$ cat src/rtl/multicycle_ctrl_pkg.sv
// multicycle_ctrl_pkg: shared encodings for the multi-cycle RV64 sequencer.
// Holds the state encoding, opcode constants, ALUOp codes and operand-select codes.
// It also holds the funct3/funct7 to ALUOp decode used in EXEC.
package multicycle_ctrl_pkg;

    typedef enum logic [2:0] {
        S_IDLE   = 3'd0,
        S_FETCH  = 3'd1,
        S_DECODE = 3'd2,
        S_EXEC   = 3'd3,
        S_MEM    = 3'd4,
        S_WB     = 3'd5,
        S_ERROR  = 3'd7
    } state_e;

    localparam logic [6:0] OP_RTYPE  = 7'b0110011;
    localparam logic [6:0] OP_IALU   = 7'b0010011;
    localparam logic [6:0] OP_LOAD   = 7'b0000011;
    localparam logic [6:0] OP_STORE  = 7'b0100011;
    localparam logic [6:0] OP_BRANCH = 7'b1100011;

    typedef enum logic [3:0] {
        ALU_AND = 4'b0000,
        ALU_OR  = 4'b0001,
        ALU_ADD = 4'b0010,
        ALU_XOR = 4'b0011,
        ALU_SUB = 4'b0110,
        ALU_SLT = 4'b0111
    } alu_op_e;

    typedef enum logic [1:0] {
        SRCA_PC    = 2'b00,
        SRCA_OLDPC = 2'b01,
        SRCA_RS1   = 2'b10
    } srca_e;

    typedef enum logic [1:0] {
        SRCB_RS2  = 2'b00,
        SRCB_FOUR = 2'b01,
        SRCB_IMM  = 2'b10
    } srcb_e;

    typedef struct packed {
        logic    legal;
        alu_op_e op;
    } alu_dec_t;

    // funct3 -> ALUOp; sub_en is only set for R-type with funct7[5] = 1.
    function automatic alu_dec_t alu_decode(input logic [2:0] funct3, input logic sub_en);
        alu_dec_t d;
        d.legal = 1'b1;
        d.op    = ALU_ADD;
        case (funct3)
            3'b000:  d.op = sub_en ? ALU_SUB : ALU_ADD;
            3'b111:  d.op = ALU_AND;
            3'b110:  d.op = ALU_OR;
            3'b100:  d.op = ALU_XOR;
            3'b010:  d.op = ALU_SLT;
            default: d.legal = 1'b0;
        endcase
        return d;
    endfunction

    // Opcodes this sequencer knows how to step through.
    function automatic logic opcode_known(input logic [6:0] opcode);
        return (opcode == OP_RTYPE) || (opcode == OP_IALU) || (opcode == OP_LOAD) ||
               (opcode == OP_STORE) || (opcode == OP_BRANCH);
    endfunction

endpackage

$ cat src/rtl/br_cond_eval.sv
// br_cond_eval: branch resolution from funct3 and the ALU zero/less flags.
// Purely combinational; flags funct3 codes the core does not implement.
module br_cond_eval (
    input  logic [2:0] funct3,
    input  logic       zero,
    input  logic       less,
    output logic       taken,
    output logic       illegal
);

    // beq/bne use zero, blt/bge use signed less; anything else is illegal.
    always_comb begin
        taken   = 1'b0;
        illegal = 1'b0;
        case (funct3)
            3'b000:  taken = zero;
            3'b001:  taken = !zero;
            3'b100:  taken = less;
            3'b101:  taken = !less;
            default: illegal = 1'b1;
        endcase
    end

endmodule

$ cat src/rtl/multicycle_ctrl_fsm.sv
// multicycle_ctrl_fsm: FETCH/DECODE/EXEC/MEM/WB sequencer for the RV64 datapath
// with one ALU and one wait-stated unified memory. Outputs are a combinational
// decode of the registered state plus inputs. FETCH and MEM waits are bounded
// by MEM_TIMEOUT (0 = unbounded).
// Optional macro CTRL_PERF_CNT_EN adds 64-bit cycle_cnt and instret_cnt outputs.
module multicycle_ctrl_fsm
    import multicycle_ctrl_pkg::*;
#(
    parameter int MEM_TIMEOUT = 16,
    parameter int CNT_W       = 5
) (
    input  logic        CLK,
    input  logic        RST,
    input  logic [6:0]  opcode,
    input  logic [2:0]  funct3,
    input  logic [6:0]  funct7,
    input  logic        zero,
    input  logic        less,
    input  logic        mem_ready,
    output logic        PCWrite,
    output logic        OldPCWrite,
    output logic        IRWrite,
    output logic        IorD,
    output logic        MemRead,
    output logic        MemWrite,
    output logic        RegWrite,
    output logic        MemToReg,
    output logic [1:0]  ALUSrcA,
    output logic [1:0]  ALUSrcB,
    output logic [3:0]  ALUOp,
    output logic        PCSource,
    output logic [2:0]  state,
    output logic        err
`ifdef CTRL_PERF_CNT_EN
    ,
    output logic [63:0] cycle_cnt,
    output logic [63:0] instret_cnt
`endif
);

    // Last wait cycle still allowed without mem_ready; only meaningful when MEM_TIMEOUT > 0.
    localparam logic [CNT_W-1:0] TO_LAST = CNT_W'(MEM_TIMEOUT - 1);

    state_e           state_q, state_d;
    logic [CNT_W-1:0] cnt_q, cnt_d;
    logic             br_taken, br_illegal;
    alu_dec_t         alu_dec;
    logic             is_rtype, is_store;
    logic             mem_wait, timeout_hit;
    logic             unused_funct7;

    br_cond_eval u_br_cond_eval (
        .funct3  (funct3),
        .zero    (zero),
        .less    (less),
        .taken   (br_taken),
        .illegal (br_illegal)
    );

    assign is_rtype      = (opcode == OP_RTYPE);
    assign is_store      = (opcode == OP_STORE);
    assign alu_dec       = alu_decode(funct3, is_rtype & funct7[5]);
    assign unused_funct7 = ^{funct7[6], funct7[4:0]};

    // A mem_ready in the same cycle always wins over the timeout.
    assign mem_wait    = ((state_q == S_FETCH) || (state_q == S_MEM)) && !mem_ready;
    assign timeout_hit = (MEM_TIMEOUT != 0) && mem_wait && (cnt_q == TO_LAST);

    // Wait counter runs only while the same access keeps waiting.
    assign cnt_d = (mem_wait && (state_d == state_q)) ? cnt_q + 1'b1 : '0;

    // Next state and every datapath control; anything not driven in a state is 0.
    always_comb begin
        state_d    = state_q;
        PCWrite    = 1'b0;
        OldPCWrite = 1'b0;
        IRWrite    = 1'b0;
        IorD       = 1'b0;
        MemRead    = 1'b0;
        MemWrite   = 1'b0;
        RegWrite   = 1'b0;
        MemToReg   = 1'b0;
        ALUSrcA    = SRCA_PC;
        ALUSrcB    = SRCB_RS2;
        ALUOp      = ALU_AND;
        PCSource   = 1'b0;
        case (state_q)
            S_IDLE: state_d = S_FETCH;
            S_FETCH: begin
                // PC + 4 is computed while the instruction is read.
                MemRead = 1'b1;
                ALUSrcB = SRCB_FOUR;
                ALUOp   = ALU_ADD;
                if (mem_ready) begin
                    IRWrite    = 1'b1;
                    OldPCWrite = 1'b1;
                    PCWrite    = 1'b1;
                    state_d    = S_DECODE;
                end else if (timeout_hit) begin
                    state_d = S_ERROR;
                end
            end
            S_DECODE: begin
                // Branch target OldPC + imm lands in ALUOut for a later taken branch.
                ALUSrcA = SRCA_OLDPC;
                ALUSrcB = SRCB_IMM;
                ALUOp   = ALU_ADD;
                state_d = opcode_known(opcode) ? S_EXEC : S_ERROR;
            end
            S_EXEC: begin
                case (opcode)
                    OP_RTYPE, OP_IALU: begin
                        // Unsupported funct3 leaves all controls at 0 on the way to ERROR.
                        if (alu_dec.legal) begin
                            ALUSrcA = SRCA_RS1;
                            ALUSrcB = is_rtype ? SRCB_RS2 : SRCB_IMM;
                            ALUOp   = alu_dec.op;
                            state_d = S_WB;
                        end else begin
                            state_d = S_ERROR;
                        end
                    end
                    OP_LOAD, OP_STORE: begin
                        ALUSrcA = SRCA_RS1;
                        ALUSrcB = SRCB_IMM;
                        ALUOp   = ALU_ADD;
                        state_d = S_MEM;
                    end
                    OP_BRANCH: begin
                        ALUSrcA = SRCA_RS1;
                        ALUSrcB = SRCB_RS2;
                        ALUOp   = ALU_SUB;
                        if (br_illegal) begin
                            state_d = S_ERROR;
                        end else begin
                            PCWrite  = br_taken;
                            PCSource = br_taken;
                            state_d  = S_FETCH;
                        end
                    end
                    default: state_d = S_ERROR;
                endcase
            end
            S_MEM: begin
                IorD     = 1'b1;
                MemRead  = !is_store;
                MemWrite = is_store;
                if (mem_ready) begin
                    state_d = is_store ? S_FETCH : S_WB;
                end else if (timeout_hit) begin
                    state_d = S_ERROR;
                end
            end
            S_WB: begin
                RegWrite = 1'b1;
                MemToReg = (opcode == OP_LOAD);
                state_d  = S_FETCH;
            end
            S_ERROR: state_d = S_ERROR;
            default: state_d = S_ERROR;
        endcase
    end

    // State register and wait counter; reset forces IDLE immediately.
    always_ff @(posedge CLK or negedge RST) begin
        if (!RST) begin
            state_q <= S_IDLE;
            cnt_q   <= '0;
        end else begin
            state_q <= state_d;
            cnt_q   <= cnt_d;
        end
    end

    assign state = state_q;
    assign err   = (state_q == S_ERROR);

`ifdef CTRL_PERF_CNT_EN
    logic [63:0] cycle_q, instret_q;
    logic        retire;

    // An instruction retires when it hands control back to FETCH.
    assign retire = (state_d == S_FETCH) &&
                    ((state_q == S_WB) || (state_q == S_MEM) || (state_q == S_EXEC));

    // Free-running performance counters, wrapping modulo 2^64.
    always_ff @(posedge CLK or negedge RST) begin
        if (!RST) begin
            cycle_q   <= '0;
            instret_q <= '0;
        end else begin
            if ((state_q != S_IDLE) && (state_q != S_ERROR)) cycle_q <= cycle_q + 64'd1;
            if (retire) instret_q <= instret_q + 64'd1;
        end
    end

    assign cycle_cnt   = cycle_q;
    assign instret_cnt = instret_q;
`endif

endmodule

$ cat config.mk
export PLATFORM = sky130hd
export DESIGN_NAME = multicycle_ctrl_fsm
export DESIGN_NICKNAME = d
export VERILOG_FILES = /design/src/rtl/multicycle_ctrl_pkg.sv /design/src/rtl/br_cond_eval.sv /design/src/rtl/multicycle_ctrl_fsm.sv
export SDC_FILE = /design/constraint.sdc
export NUM_CORES = 1
export LEC_CHECK = 0
export CAP_MARGIN = 20
export CORE_UTILIZATION = 31
export CTS_BUF_LIST = sky130_fd_sc_hd__clkbuf_4
export DETAILED_ROUTE_END_ITERATION = 6
export PLACE_DENSITY = 0.71
export SKIP_LAST_GASP = 1
export SLEW_MARGIN = 20
export SYNTH_ARGS = -nofsm -noshare
export SYNTH_HDL_FRONTEND = slang
export SYNTH_SLANG_ARGS = --single-unit
$ cat constraint.sdc
create_clock -name CLK -period 1.7 [get_ports CLK]
set_input_delay 0.255 -clock CLK [delete_from_list [all_inputs] [get_ports CLK]]
set_output_delay 0.255 -clock CLK [all_outputs]
set_load 0.02 [all_outputs]
==> flow_summary.toml <==
[run_status]
outcome = "finished, violations left"
violations = "setup timing"

[critical_path]
cp-startpoint = "state[1]$_DFF_PN0_"
critical_path_class = "flop to output port"
crit_required_ps = 1440
startpoint_type = "flop"
rrSetupSlack_ps = -20
r2r-end = "state[1]$_DFF_PN0_"
reg2regPathDepth = 6
cp_max_fo = 5
cp_data_arrival_time_ps = 1470
crit_end = "PCWrite"
r2r-start = "cnt_q[0]$_DFF_PN0_"
end_kind = "output port"

[yosys]
synth_top_area_share_pct = 27.83
ys_ff_latch = 8
synth_largest_area_cell = "dfrtp_1"
ys.flop_type = "dfrtp_1"
ys_seq_area_share_pct = 27.83
synthesis.nets = 111
synth_area_per_cell_um2 = 8.269
netlist_area_um2 = 719.4
ys_types = 46
synthTopCellsByArea = "dfrtp_1, nor2_1, and3_1"
yosys_warnings = 0
synthCells = 87
synth_edf_count = 0
async_flop_share_pct = 100.0

[floorplan]
die_h_um = 50.18
rows = 17
pin_count = 43
die_area_mm2 = 0.002518
chipWidth_um = 50.18
initial_core_util_pct = 32.84
core_area_mm2 = 0.002191

[route]
viasPerCell = 4.846
drt_iter0_drc = 7
top_layer_used = "met3"
via_count = 882
wl_met1_um = 997
route.detailed.drc = 0
drtPass1Iterations = 4
wl_um = 2371
met2_length_um = 1298
wl_met3_um = 75
avgRoutedWirePerCell_um = 13.03
ant_nets = 0

[global_route]
track_usage_pct = 20.89
antenna_found_initial = 0
grt_first_pass_wirelength_um = 3857
grt_max_degree = 13
gr-total-overflow = 0
grt_pass1_vias = 889

[power_and_ir_drop]
p_leak_nw = 0.6674
irDropWorstVdd_v = 0.0004203
power_density_mw_per_mm2 = 683.4
fin_total_pwr_uw = 979.8

[timing]
final.setup_skew_ps = 5.340
drv_slew = 0
worstMarginPinSlew_ps = 554.0
rsz0062_at_grt = "true"
maxSlewHeadroom_pct = 62.68
post-route-period-util_pct = 101.3
hold_viol = 0
min_period_ps = 1723
holdWs_ps = 273.9
setup_viol = 3
timing.final.ws_setup_ps = -22.65
timing.fmax_ghz = 0.5805

[cts]
ctsHtreeMaxLevel = 1
ctsHoldBuffers = 0
cts-root-buf = "clkbuf_4"
clkSlewWorstSetupHoldPaths_ps = 50
cts_buffers = 3
clockBufferDepth = 2
clk_latency_ps = 260
cts_num_sinks = 8
cts_tree = "built"

[cells_and_area]
seq_area_um2 = 200.2
n_fill_cell = 193
nNetsFinal = 180
syn2layout_area_growth_pct = 99.31
multiInputGateArea_um2 = 570.5
antenna_cells = 0
drive_gt1_share_pct = 50.00
layoutNonFillerInstCount = 182

[placed_design]
hpwl_um = 1779
pre_cts_slack_ps = -717.6
portBuffers = 35
gp_congestion = 0.8348
placed_cells = 172

[hold_path]
hp-class = "input port to asynchronous set/reset pin"

[run]
maxCapViolCount = 0
[cells in the mapped netlist (2+ instances only)]
master and number:
nor2_1 9, dfrtp_1 8, inv_1 5, nor3_1 5, and3_1 4, nand2_1 3, nand2b_1 3, nor2b_1 3
o21bai_1 3, and3b_1 2, buf_2 2, buf_4 2, clkbuf_1 2, ha_1 2, or3b_1 2, xor2_1 2
[cells in the final DEF (no fill, tap or decap), types with 3 or more instances in the layout]
master,instances
nor2_1,8
clkbuf_4,3
dfrtp_1,8
nor3_2,3
buf_4,40
buf_2,3
nor2b_1,3
clkdlybuf4s50_1,7
buf_6,8
o21bai_1,3
inv_1,4
clkdlybuf4s15_1,5
dlygate4sd2_1,5
[sequential cells by signal (all words and copies together) (netlist names)]
name / flops
cnt_q: 5
state: 3
[worst min-delay path by stage]
stage / to / slack, ps / cells after the start
finish: state[2]$_DFF_PN0_ / 270 / 1
global route: cnt_q[4]$_DFF_PN0_ / 290 / 1
CTS: cnt_q[4]$_DFF_PN0_ / 280 / 1
detailed placement: cnt_q[3]$_DFF_PN0_ / 530 / 2
global placement: cnt_q[0]$_DFF_PN0_ / 510 / 2
floorplan: cnt_q[0]$_DFF_PN0_ / -40 / 0
[critical path, cell delays in order, from the launching register on]
cell and delay, ps:
dfrtp_1 410, buf_6 150, nor3b_4 270, nand2_2 120, o31ai_2 80, buf_4 180
[timing repair]
action	CTS	global route
cloned	0	0
buffers inserted	6	1
gates resized for setup	105	17
pin swaps	14	11
endpoints found under the setup margin	18	18
[layout make-up]
class                      count  area share (%)
sequential                     8           13.96
clock buffer                   3           1.571
inverter                       5           1.309
tap                           28           2.443
timing repair buffer          70           40.92
multi-input combinational     68           39.79
[power by group]
group          switching (mW)  internal, mW  leakage (nW)  total (mW)
clock network          0.0635        0.0807        0.0138       0.144
logic                   0.284         0.319         0.555       0.603
registers              0.0213         0.211        0.0985       0.233
total                   0.369         0.611         0.667       0.980
[metrics by stage]
step	cell area, um^2	setup TNS [ps]	utilization [%]
finish	1434	-38.42	65.45
global route	1434	-511.2	65.45
CTS	1383	-110.1	63.11
detailed placement	1314	-7460	59.97
global placement	1314	-7368	59.97
floorplan	750.7	-141.8	-
[logic make-up after synthesis]
family / count (synthesis) / synth area share, %
simple gates: 40 / 32.70
compound gates: 21 / 23.31
buf+inv: 11 / 7.131
flops: 8 / 27.83
xor+xnor: 3 / 3.653
fa+ha+maj: 2 / 3.478
other cells: 1 / 0.5212
mux: 1 / 1.391
[metal layers]
| metal | GRT usage, % | vias to the layer above |
|---|---|---|
| met5 | 0 | - |
| met4 | 7.143 | 0 |
| met3 | 4.848 | 0 |
| met2 | 39.78 | 22 |
| met1 | 21.95 | 411 |
| li1 | - | 449 |
(Power assumes the default switching activity.)
